### config.mk
export PLATFORM = sky130hd
export DESIGN_NAME = mem_arbiter
export DESIGN_NICKNAME = d
export VERILOG_FILES = /design/src/rtl/mem_arbiter.sv
export SDC_FILE = /design/constraint.sdc
export NUM_CORES = 1
export LEC_CHECK = 0
export ABC_AREA = 1
export ABC_CLOCK_PERIOD_IN_PS = 2490
export CORE_MARGIN = 3
export CORE_UTILIZATION = 30
export DETAILED_ROUTE_END_ITERATION = 7
export SKIP_CTS_REPAIR_TIMING = 1
export SYNTH_ARGS = -nofsm -noshare
export SYNTH_HDL_FRONTEND = slang
export SYNTH_SLANG_ARGS = --single-unit
### constraint.sdc
create_clock -name clk -period 2.49 [get_ports clk]
set_input_delay 0.498 -clock clk [delete_from_list [all_inputs] [get_ports clk]]
set_output_delay 0.498 -clock clk [all_outputs]
set_load 0.02 [all_outputs]
### src/rtl/mem_arbiter.sv
// Round-robin arbiter giving the SPI host and the Levenshtein engine shared access to one external memory port.
// One cycle from request to mem_req; a BUSY watchdog returns an err pulse if mem_ack never comes.
module mem_arbiter #(
  parameter int ADDR_WIDTH = 16,
  parameter int TIMEOUT    = 255
) (
  input  logic                  clk,
  input  logic                  rst_n,
  input  logic                  h_req,
  input  logic                  h_we,
  input  logic [ADDR_WIDTH-1:0] h_addr,
  input  logic [7:0]            h_wdata,
  output logic                  h_ack,
  output logic                  h_err,
  output logic [7:0]            h_rdata,
  input  logic                  e_req,
  input  logic                  e_we,
  input  logic [ADDR_WIDTH-1:0] e_addr,
  input  logic [7:0]            e_wdata,
  output logic                  e_ack,
  output logic                  e_err,
  output logic [7:0]            e_rdata,
  output logic                  mem_req,
  output logic                  mem_we,
  output logic [ADDR_WIDTH-1:0] mem_addr,
  output logic [7:0]            mem_wdata,
  input  logic                  mem_ack,
  input  logic [7:0]            mem_rdata,
  output logic                  busy
);

  localparam int CW = (TIMEOUT < 1) ? 1 : $clog2(TIMEOUT + 1);
  localparam logic [CW-1:0] TO = CW'(TIMEOUT);

  typedef enum logic {S_IDLE, S_BUSY} state_t;

  state_t                r_state, w_state_nxt;
  logic                  r_last_e, w_last_e_nxt;
  logic [CW-1:0]         r_cnt, w_cnt_nxt, w_cnt_inc;
  logic                  r_mem_req, w_mem_req_nxt;
  logic                  r_mem_we, w_mem_we_nxt;
  logic [ADDR_WIDTH-1:0] r_mem_addr, w_mem_addr_nxt;
  logic [7:0]            r_mem_wdata, w_mem_wdata_nxt;
  logic                  r_h_ack, w_h_ack_nxt, r_h_err, w_h_err_nxt;
  logic                  r_e_ack, w_e_ack_nxt, r_e_err, w_e_err_nxt;
  logic [7:0]            r_h_rdata, w_h_rdata_nxt, r_e_rdata, w_e_rdata_nxt;
  logic                  w_h_elig, w_e_elig, w_pick_e;

  // A requester whose completion pulse is showing this cycle sits out, which lets the other side in.
  assign w_h_elig  = h_req & ~r_h_ack & ~r_h_err;
  assign w_e_elig  = e_req & ~r_e_ack & ~r_e_err;
  assign w_pick_e  = w_e_elig & (~w_h_elig | ~r_last_e);
  assign w_cnt_inc = (r_cnt >= TO) ? r_cnt : r_cnt + 1'b1;

  always_comb begin
    w_state_nxt     = r_state;
    w_last_e_nxt    = r_last_e;
    w_cnt_nxt       = r_cnt;
    w_mem_req_nxt   = r_mem_req;
    w_mem_we_nxt    = r_mem_we;
    w_mem_addr_nxt  = r_mem_addr;
    w_mem_wdata_nxt = r_mem_wdata;
    w_h_ack_nxt     = 1'b0;
    w_h_err_nxt     = 1'b0;
    w_e_ack_nxt     = 1'b0;
    w_e_err_nxt     = 1'b0;
    w_h_rdata_nxt   = r_h_rdata;
    w_e_rdata_nxt   = r_e_rdata;
    case (r_state)
      S_IDLE: begin
        if (w_h_elig || w_e_elig) begin
          w_state_nxt     = S_BUSY;
          w_mem_req_nxt   = 1'b1;
          w_last_e_nxt    = w_pick_e;
          w_cnt_nxt       = '0;
          w_mem_we_nxt    = w_pick_e ? e_we    : h_we;
          w_mem_addr_nxt  = w_pick_e ? e_addr  : h_addr;
          w_mem_wdata_nxt = w_pick_e ? e_wdata : h_wdata;
        end
      end
      S_BUSY: begin
        // mem_ack takes priority over a watchdog expiry in the same cycle.
        if (mem_ack) begin
          w_state_nxt   = S_IDLE;
          w_mem_req_nxt = 1'b0;
          if (r_last_e) begin
            w_e_ack_nxt   = 1'b1;
            w_e_rdata_nxt = mem_rdata;
          end else begin
            w_h_ack_nxt   = 1'b1;
            w_h_rdata_nxt = mem_rdata;
          end
        end else if (w_cnt_inc >= TO) begin
          w_state_nxt   = S_IDLE;
          w_mem_req_nxt = 1'b0;
          w_cnt_nxt     = w_cnt_inc;
          w_e_err_nxt   = r_last_e;
          w_h_err_nxt   = ~r_last_e;
        end else begin
          w_cnt_nxt = w_cnt_inc;
        end
      end
      default: w_state_nxt = S_IDLE;
    endcase
  end

  always_ff @(posedge clk or negedge rst_n) begin
    if (!rst_n) begin
      r_state     <= S_IDLE;
      r_last_e    <= 1'b1;
      r_cnt       <= '0;
      r_mem_req   <= 1'b0;
      r_mem_we    <= 1'b0;
      r_mem_addr  <= '0;
      r_mem_wdata <= '0;
      r_h_ack     <= 1'b0;
      r_h_err     <= 1'b0;
      r_e_ack     <= 1'b0;
      r_e_err     <= 1'b0;
      r_h_rdata   <= '0;
      r_e_rdata   <= '0;
    end else begin
      r_state     <= w_state_nxt;
      r_last_e    <= w_last_e_nxt;
      r_cnt       <= w_cnt_nxt;
      r_mem_req   <= w_mem_req_nxt;
      r_mem_we    <= w_mem_we_nxt;
      r_mem_addr  <= w_mem_addr_nxt;
      r_mem_wdata <= w_mem_wdata_nxt;
      r_h_ack     <= w_h_ack_nxt;
      r_h_err     <= w_h_err_nxt;
      r_e_ack     <= w_e_ack_nxt;
      r_e_err     <= w_e_err_nxt;
      r_h_rdata   <= w_h_rdata_nxt;
      r_e_rdata   <= w_e_rdata_nxt;
    end
  end

  assign mem_req   = r_mem_req;
  assign mem_we    = r_mem_we;
  assign mem_addr  = r_mem_addr;
  assign mem_wdata = r_mem_wdata;
  assign h_ack     = r_h_ack;
  assign h_err     = r_h_err;
  assign h_rdata   = r_h_rdata;
  assign e_ack     = r_e_ack;
  assign e_err     = r_e_err;
  assign e_rdata   = r_e_rdata;
  assign busy      = (r_state == S_BUSY);

endmodule

## Word level (Yosys, flattened, before mapping)

Index checks and enable logic that the tools add are counted.

| cells by class | value |
|---|---|
| $add $sub $neg | 1 |
| multiply operators | 0 |
| div/mod/pow operators | 0 |
| order comparisons | 2 |
| equal/unequal tests | 3 |
| shifts and indexed selects | 0 |
| multiplexer cells | 27 |
| bitwise operators | 13 |
| reduce and logical (&&, ||, !) cells | 6 |

Operator list:

| cell | number |
|---|---|
| 8-bit two-way mux | 4 |
| 1-bit two-way mux | 19 |
| 8-bit >= comparator, second input constant | 2 |
| 16-bit two-way mux | 1 |
| 8-bit one-hot mux with 2 select lines | 1 |
| 8-bit by 1-bit adder with 8-bit output, second input constant | 1 |
| 1-bit inverter | 7 |
| 2-bit AND reduction | 3 |
| 3-bit AND reduction | 2 |
| 1-bit bitwise AND | 5 |
| 2-bit != test, second input constant | 2 |
| 1-bit one-hot mux with 2 select lines | 2 |
| 3-bit by 2-bit != test with 1-bit output, second input constant | 1 |
| 1-bit logical OR | 1 |
| 1-bit bitwise OR | 1 |

| storage, ports and cells | value |
|---|---|
| flip-flop bits (word level) | 56 |
| latch bits | 0 |
| bits in writable memories | 0 |
| ROM bits | 0 |
| bits of input ports | 63 |
| output and inout port bits | 47 |
| word-level logic and storage cells | 65 |
| memories | 0 |

## Depth between registers and ports, before layout

| depth | value |
|---|---|
| depth in word-level cells | 7 |
| gate-level depth with buffers | 11 |
| gate-level depth less buffers | 11 |

## Worst setup path before layout

OpenSTA, ideal clock, no wires.

| timing path | value |
|---|---|
| kind | reg-to-reg |
| start point | reg r_cnt[1] |
| end point | reg r_mem_req, in the netlist mem_req |
| library setup time | 128 ps |
| data arrival time | 1324 ps |
| required time | 2362 ps |
| setup slack | 1038 ps |
| stages on the path, launching flop included | 11 |
| buffers on the path | 0 |
| period minus slack after synthesis | 1452 ps |
| cells stage by stage | dfrtp_1 -> ha_1 -> nand3_2 -> inv_2 -> nand2_4 -> nand2_1 -> nand3_1 -> nor2_2 -> nand2_2 -> nand2_2 -> a21oi_2 |

| on the way | value |
|---|---|
| longest elaborated chain between the ends | 5 |
| elaborated cells between the ends (all ways) | 6 |
| those cells by class | add/sub: 1; order compare: 2; eq/ne: 1; mux: 1; reduce/logical: 1 |

Ends and longest elaborated chain:

| element | line | RTL |
|---|---|---|
| start, declared | 39 | `logic [CW-1:0] r_cnt, w_cnt_nxt, w_cnt_inc;` |
| start signal, assigned | 125 | `r_cnt <= w_cnt_nxt;` |
| 8-bit by 1-bit adder with 8-bit output or 8-bit >= comparator (tied branches) | 53 | `assign w_cnt_inc = (r_cnt >= TO) ? r_cnt : r_cnt + 1'b1;` |
| 8-bit two-way mux * | 53 |  |
| 8-bit >= comparator * | 93 | `end else if (w_cnt_inc >= TO) begin` |
| 3-bit by 2-bit != test with 1-bit output (no source line) * | -- |  |
| 2-bit AND reduction (no source line) * | -- |  |
| end signal, assigned | 126 | `r_mem_req <= w_mem_req_nxt;` |
| end, declared | 40 | `logic r_mem_req, w_mem_req_nxt;` |

Mark *: on every way between the ends. The rest lies on a longest branch, timed or not.
A chain may end at the register's enable or synchronous reset.

## Worst setup path after layout

| timing path | value |
|---|---|
| start point | reg r_state, in the netlist busy |
| end point | out busy |

RTL lines:

| element | line | RTL |
|---|---|---|
| start, declared | 37 | `state_t r_state, w_state_nxt;` |
| start signal, assigned | 123 | `r_state <= w_state_nxt;` |
| end, declared | 29 | `output logic busy` |

No word-level cell between the ends.

==> impl_results.html <==
<table>
<tr><th>Metric</th><th>Value</th></tr>
<tr><th colspan="2">Run status</th></tr>
<tr><td>Outcome</td><td>finished clean</td></tr>
<tr><th colspan="2">Die</th></tr>
<tr><td>Io pins</td><td>110</td></tr>
<tr><td>Area of the core</td><td>8260 sq um</td></tr>
<tr><td>Overall die height</td><td>98.3 um</td></tr>
<tr><td>Chip width</td><td>98.3 um</td></tr>
<tr><td>Overall die area</td><td>9670 sq um</td></tr>
<tr><td>Row cnt</td><td>33</td></tr>
<tr><td>Starting density of the core</td><td>0.310</td></tr>
<tr><th colspan="2">STA</th></tr>
<tr><td>Worst hold slack</td><td>0.160 ns</td></tr>
<tr><td>Clock period minus final worst setup slack</td><td>1.90 ns</td></tr>
<tr><td>Slew at the pin closest to its max-slew limit</td><td>0.560 ns</td></tr>
<tr><td>Post-route fraction of the period consumed by the critical path</td><td>0.764</td></tr>
<tr><td>Final number of hold-violating endpoints</td><td>0</td></tr>
<tr><td>Final WS setup</td><td>0.587 ns</td></tr>
<tr><td>Total negative slack</td><td>0 ns</td></tr>
<tr><td>Slew Viols, Final</td><td>0</td></tr>
<tr><td>RSZ-0062 raised after global routing</td><td>false</td></tr>
<tr><td>Maximum operating frequency</td><td>0.525 GHz</td></tr>
<tr><td>Post-route clock skew</td><td>0.00783 ns</td></tr>
<tr><td>Final setup fails</td><td>0</td></tr>
<tr><td>Max_slew headroom</td><td>0.626</td></tr>
<tr><th colspan="2">Clocking</th></tr>
<tr><td>Clock tree from TritonCTS</td><td>done</td></tr>
<tr><td>Clock net sink count</td><td>56</td></tr>
<tr><td>Clock transition time at the flip-flop clock pins of the worst setup and hold paths</td><td>0.10 ns</td></tr>
<tr><td>Clock latency of the later-clocked register in the worst-skew pair</td><td>0.32 ns</td></tr>
<tr><td>Longest Clk Path Bufs</td><td>2</td></tr>
<tr><td>H-tree levels</td><td>2</td></tr>
<tr><td>Number of buffers created by CTS</td><td>5</td></tr>
<tr><td>Clock Root Buffer</td><td>sky130_fd_sc_hd__clkbuf_8</td></tr>
<tr><th colspan="2">Synthesis</th></tr>
<tr><td>Proportion of register bits with asynchronous set or reset after synthesis</td><td>1.00</td></tr>
<tr><td>Yosys warns</td><td>0</td></tr>
<tr><td>Post-Synthesis Net Count</td><td>372</td></tr>
<tr><td>Count of flip-flops with a built-in enable after synthesis</td><td>0</td></tr>
<tr><td>Synth Area in Compound Gates</td><td>0.159</td></tr>
<tr><td>Distinct cell type count of the synthesized netlist</td><td>24</td></tr>
<tr><td>Fraction of synthesized area in multiplexers</td><td>0</td></tr>
<tr><td>Synthesized area divided by synthesized cell count</td><td>8.30 sq um</td></tr>
<tr><td>Synthesized area</td><td>2560 sq um</td></tr>
<tr><td>Cells after Synth</td><td>308</td></tr>
<tr><td>Adder and majority gate portion of the synthesized area</td><td>0.00489</td></tr>
<tr><td>Proportion of synthesized chip area in sequential cells</td><td>0.548</td></tr>
<tr><td>Simple logic cell fraction of the synthesized area</td><td>0.228</td></tr>
<tr><td>Post-synthesis xor/xnor area fraction</td><td>0</td></tr>
<tr><td>Dominant combinational cell family by area after synthesis</td><td>simple AND/OR/NAND/NOR gates</td></tr>
<tr><td>Main synth FF type</td><td>sky130_fd_sc_hd__dfrtp_1</td></tr>
<tr><td>FF+latch count, synth</td><td>56</td></tr>
<tr><th colspan="2">Critical path</th></tr>
<tr><td>Critical path capture point type</td><td>output pin</td></tr>
<tr><td>Total buffers and inverters traversed by the critical path</td><td>1</td></tr>
<tr><td>Data arrival time of the critical path</td><td>1.41 ns</td></tr>
<tr><td>Critical Path, Cell by Cell</td><td>clkdlybuf4s50_1</td></tr>
<tr><td>Critical-path maximum fanout</td><td>4</td></tr>
<tr><td>Kind of critical path</td><td>reg2out</td></tr>
<tr><td>Startpoint kind of the worst setup timing path</td><td>register</td></tr>
<tr><td>Required time reported for the critical path endpoint</td><td>1.99 ns</td></tr>
<tr><td>Max stage delay cell, worst path</td><td>sky130_fd_sc_hd__clkdlybuf4s50_1</td></tr>
<tr><td>Top cell family by delay on the critical path</td><td>buffers and inverters</td></tr>
<tr><td>Largest incremental delay on the critical path</td><td>0.66 ns</td></tr>
<tr><th colspan="2">Global routing</th></tr>
<tr><td>Initial antenna violation count</td><td>0</td></tr>
<tr><td>GR Util All Layers</td><td>0.154</td></tr>
<tr><td>Wire length of the first global-routing pass</td><td>12300 um</td></tr>
<tr><td>Pin count of the biggest net entering global routing</td><td>35</td></tr>
<tr><td>Total grt overflow</td><td>0</td></tr>
<tr><td>Vias in the first global route</td><td>2552</td></tr>
<tr><th colspan="2">Placed design</th></tr>
<tr><td>IO Port Bufs</td><td>109</td></tr>
<tr><td>Routability cong.</td><td>0.782</td></tr>
<tr><td>Worst setup slack before clock tree synthesis</td><td>0.327 ns</td></tr>
<tr><td>Area of placed instances</td><td>3760 sq um</td></tr>
<tr><td>Detailed-placement wirelength estimate</td><td>5210 um</td></tr>
<tr><th colspan="2">Routing</th></tr>
<tr><td>Number of DRC violations after detailed-routing iteration 0</td><td>146</td></tr>
<tr><td>Detailed Routing Iterations Pass 1</td><td>4</td></tr>
<tr><td>Via count</td><td>2452</td></tr>
<tr><td>Routed wire per std cell</td><td>13.9 um</td></tr>
<tr><td>DR DRC count</td><td>0</td></tr>
<tr><td>Post-route antenna net violation count</td><td>0</td></tr>
<tr><td>Wirelength, routed</td><td>7230 um</td></tr>
<tr><td>Via/cell ratio</td><td>4.70</td></tr>
<tr><th colspan="2">Pwr</th></tr>
<tr><td>Maximum ir drop on the vdd rail</td><td>0.506 mV</td></tr>
<tr><td>Pwr/cell area</td><td>1110 nW/um^2</td></tr>
<tr><td>Total power consumption of the routed design</td><td>4280 uW</td></tr>
<tr><td>Static Leak</td><td>0.00169 uW</td></tr>
<tr><th colspan="2">Worst hold path</th></tr>
<tr><td>Worst hold path type</td><td>in2async</td></tr>
<tr><th colspan="2">Final layout</th></tr>
<tr><td>Area of all placed cells without fillers</td><td>3870 sq um</td></tr>
<tr><td>Number of antenna diodes</td><td>0</td></tr>
<tr><td>Nets@finish</td><td>480</td></tr>
<tr><td>Filler cell count in the final layout</td><td>831</td></tr>
<tr><td>Share of layout cells above drive strength 1</td><td>0.0839</td></tr>
<tr><td>Post-synthesis to final-layout area growth</td><td>51.4%</td></tr>
<tr><th colspan="2">Run</th></tr>
<tr><td>Number of max-capacitance violations reported</td><td>0</td></tr>
</table>
==> flip-flops by register name, summed over array words and instances (netlist names), 8 cells and up <==
register   cells
r_cnt          8
e_rdata        8
h_rdata        8
mem_wdata      8
mem_addr      16
==> per-layer routing <==
metal	track usage	vias up	routed length, um
met5	0	-	0
met4	0.0378	0	74
met3	0.0493	5	542
met2	0.251	85	3460
met1	0.200	1152	3160
li1	-	1210	-
==> layout make-up <==
class	count	area, sq um	share of cell area
flip-flops and latches	56	1400	0.362
repair buffers	112	1120	0.290
multi-input cells	215	1000	0.259
well taps	105	131	0.0339
inverters	26	97.6	0.0252
clock buffers	5	68.8	0.0178
clock inverters	3	46.3	0.0120
==> placed cells by master (no fill, tap or decap), drive strengths merged <==
master / netlist / final
a31o: 1 / 1
nor2: 37 / 37
clkdlybuf4s50: 0 / 108
o21ai: 27 / 27
a21oi: 51 / 51
nor3: 3 / 3
bufinv: 0 / 1
inv: 26 / 27
buf: 8 / 4
clkinv: 0 / 1
dfrtp: 55 / 55
dfstp: 1 / 1
clkbuf: 3 / 5
ha: 1 / 1
nand2: 82 / 82
nand4: 2 / 2
nand3: 11 / 11
==> synth_stat cells, types with 2 or more instances <==
| cell | n | share of area |
|---|---|---|
| sky130_fd_sc_hd__nor2_4 | 2 | 0.0088 |
| sky130_fd_sc_hd__o21ai_1 | 11 | 0.022 |
| sky130_fd_sc_hd__buf_2 | 7 | 0.014 |
| sky130_fd_sc_hd__nor2_1 | 33 | 0.048 |
| sky130_fd_sc_hd__dfrtp_1 | 55 | 0.54 |
| sky130_fd_sc_hd__a21oi_1 | 50 | 0.098 |
| sky130_fd_sc_hd__inv_2 | 7 | 0.010 |
| sky130_fd_sc_hd__nor3_2 | 3 | 0.012 |
| sky130_fd_sc_hd__o21ai_0 | 15 | 0.029 |
| sky130_fd_sc_hd__nand2_1 | 78 | 0.11 |
| sky130_fd_sc_hd__nand2_2 | 3 | 0.0073 |
| sky130_fd_sc_hd__nor2_2 | 2 | 0.0049 |
| sky130_fd_sc_hd__nand4_1 | 2 | 0.0049 |
| sky130_fd_sc_hd__clkbuf_1 | 3 | 0.0044 |
| sky130_fd_sc_hd__nand3_1 | 10 | 0.020 |
| sky130_fd_sc_hd__inv_1 | 19 | 0.028 |
==> report_power, final <==
group	total, uW	internal, uW	leakage (uW)	switching, uW
Combinational	2140	947	0.000950	1200
Clock	616	305	0.0000600	311
Sequential	1520	1290	0.000678	237
==> kinds of logic after synthesis <==
kind of cell	Yosys count
and+or+nand+nor	135
AOI/OAI and AO/OA	79
DFF	56
buffers and inverters	37
adders and majority gates	1
==> worst paths after layout <==
check	to	slack, ns	from	cells after the start
max	busy	0.59	busy	1
min	mem_addr[11]	0.16	rst_n	1
max reg2reg	busy	0.78	r_cnt[1]	10
min reg2reg	h_rdata[3]	0.51	h_rdata[3]	2
max in group asynchronous	r_last_e	1.69	rst_n	2
min in group clk	h_rdata[3]	0.51	h_rdata[3]	2
==> through the flow <==
| step | instances | util |
|---|---|---|
| floorplan | 308 | - |
| CTS | 522 | 0.469 |
| global placement | 514 | 0.455 |
| finish | 522 | 0.469 |
| global route | 522 | 0.469 |
| detailed placement | 514 | 0.455 |
No activity file was read; power rests on OpenSTA's default activity.
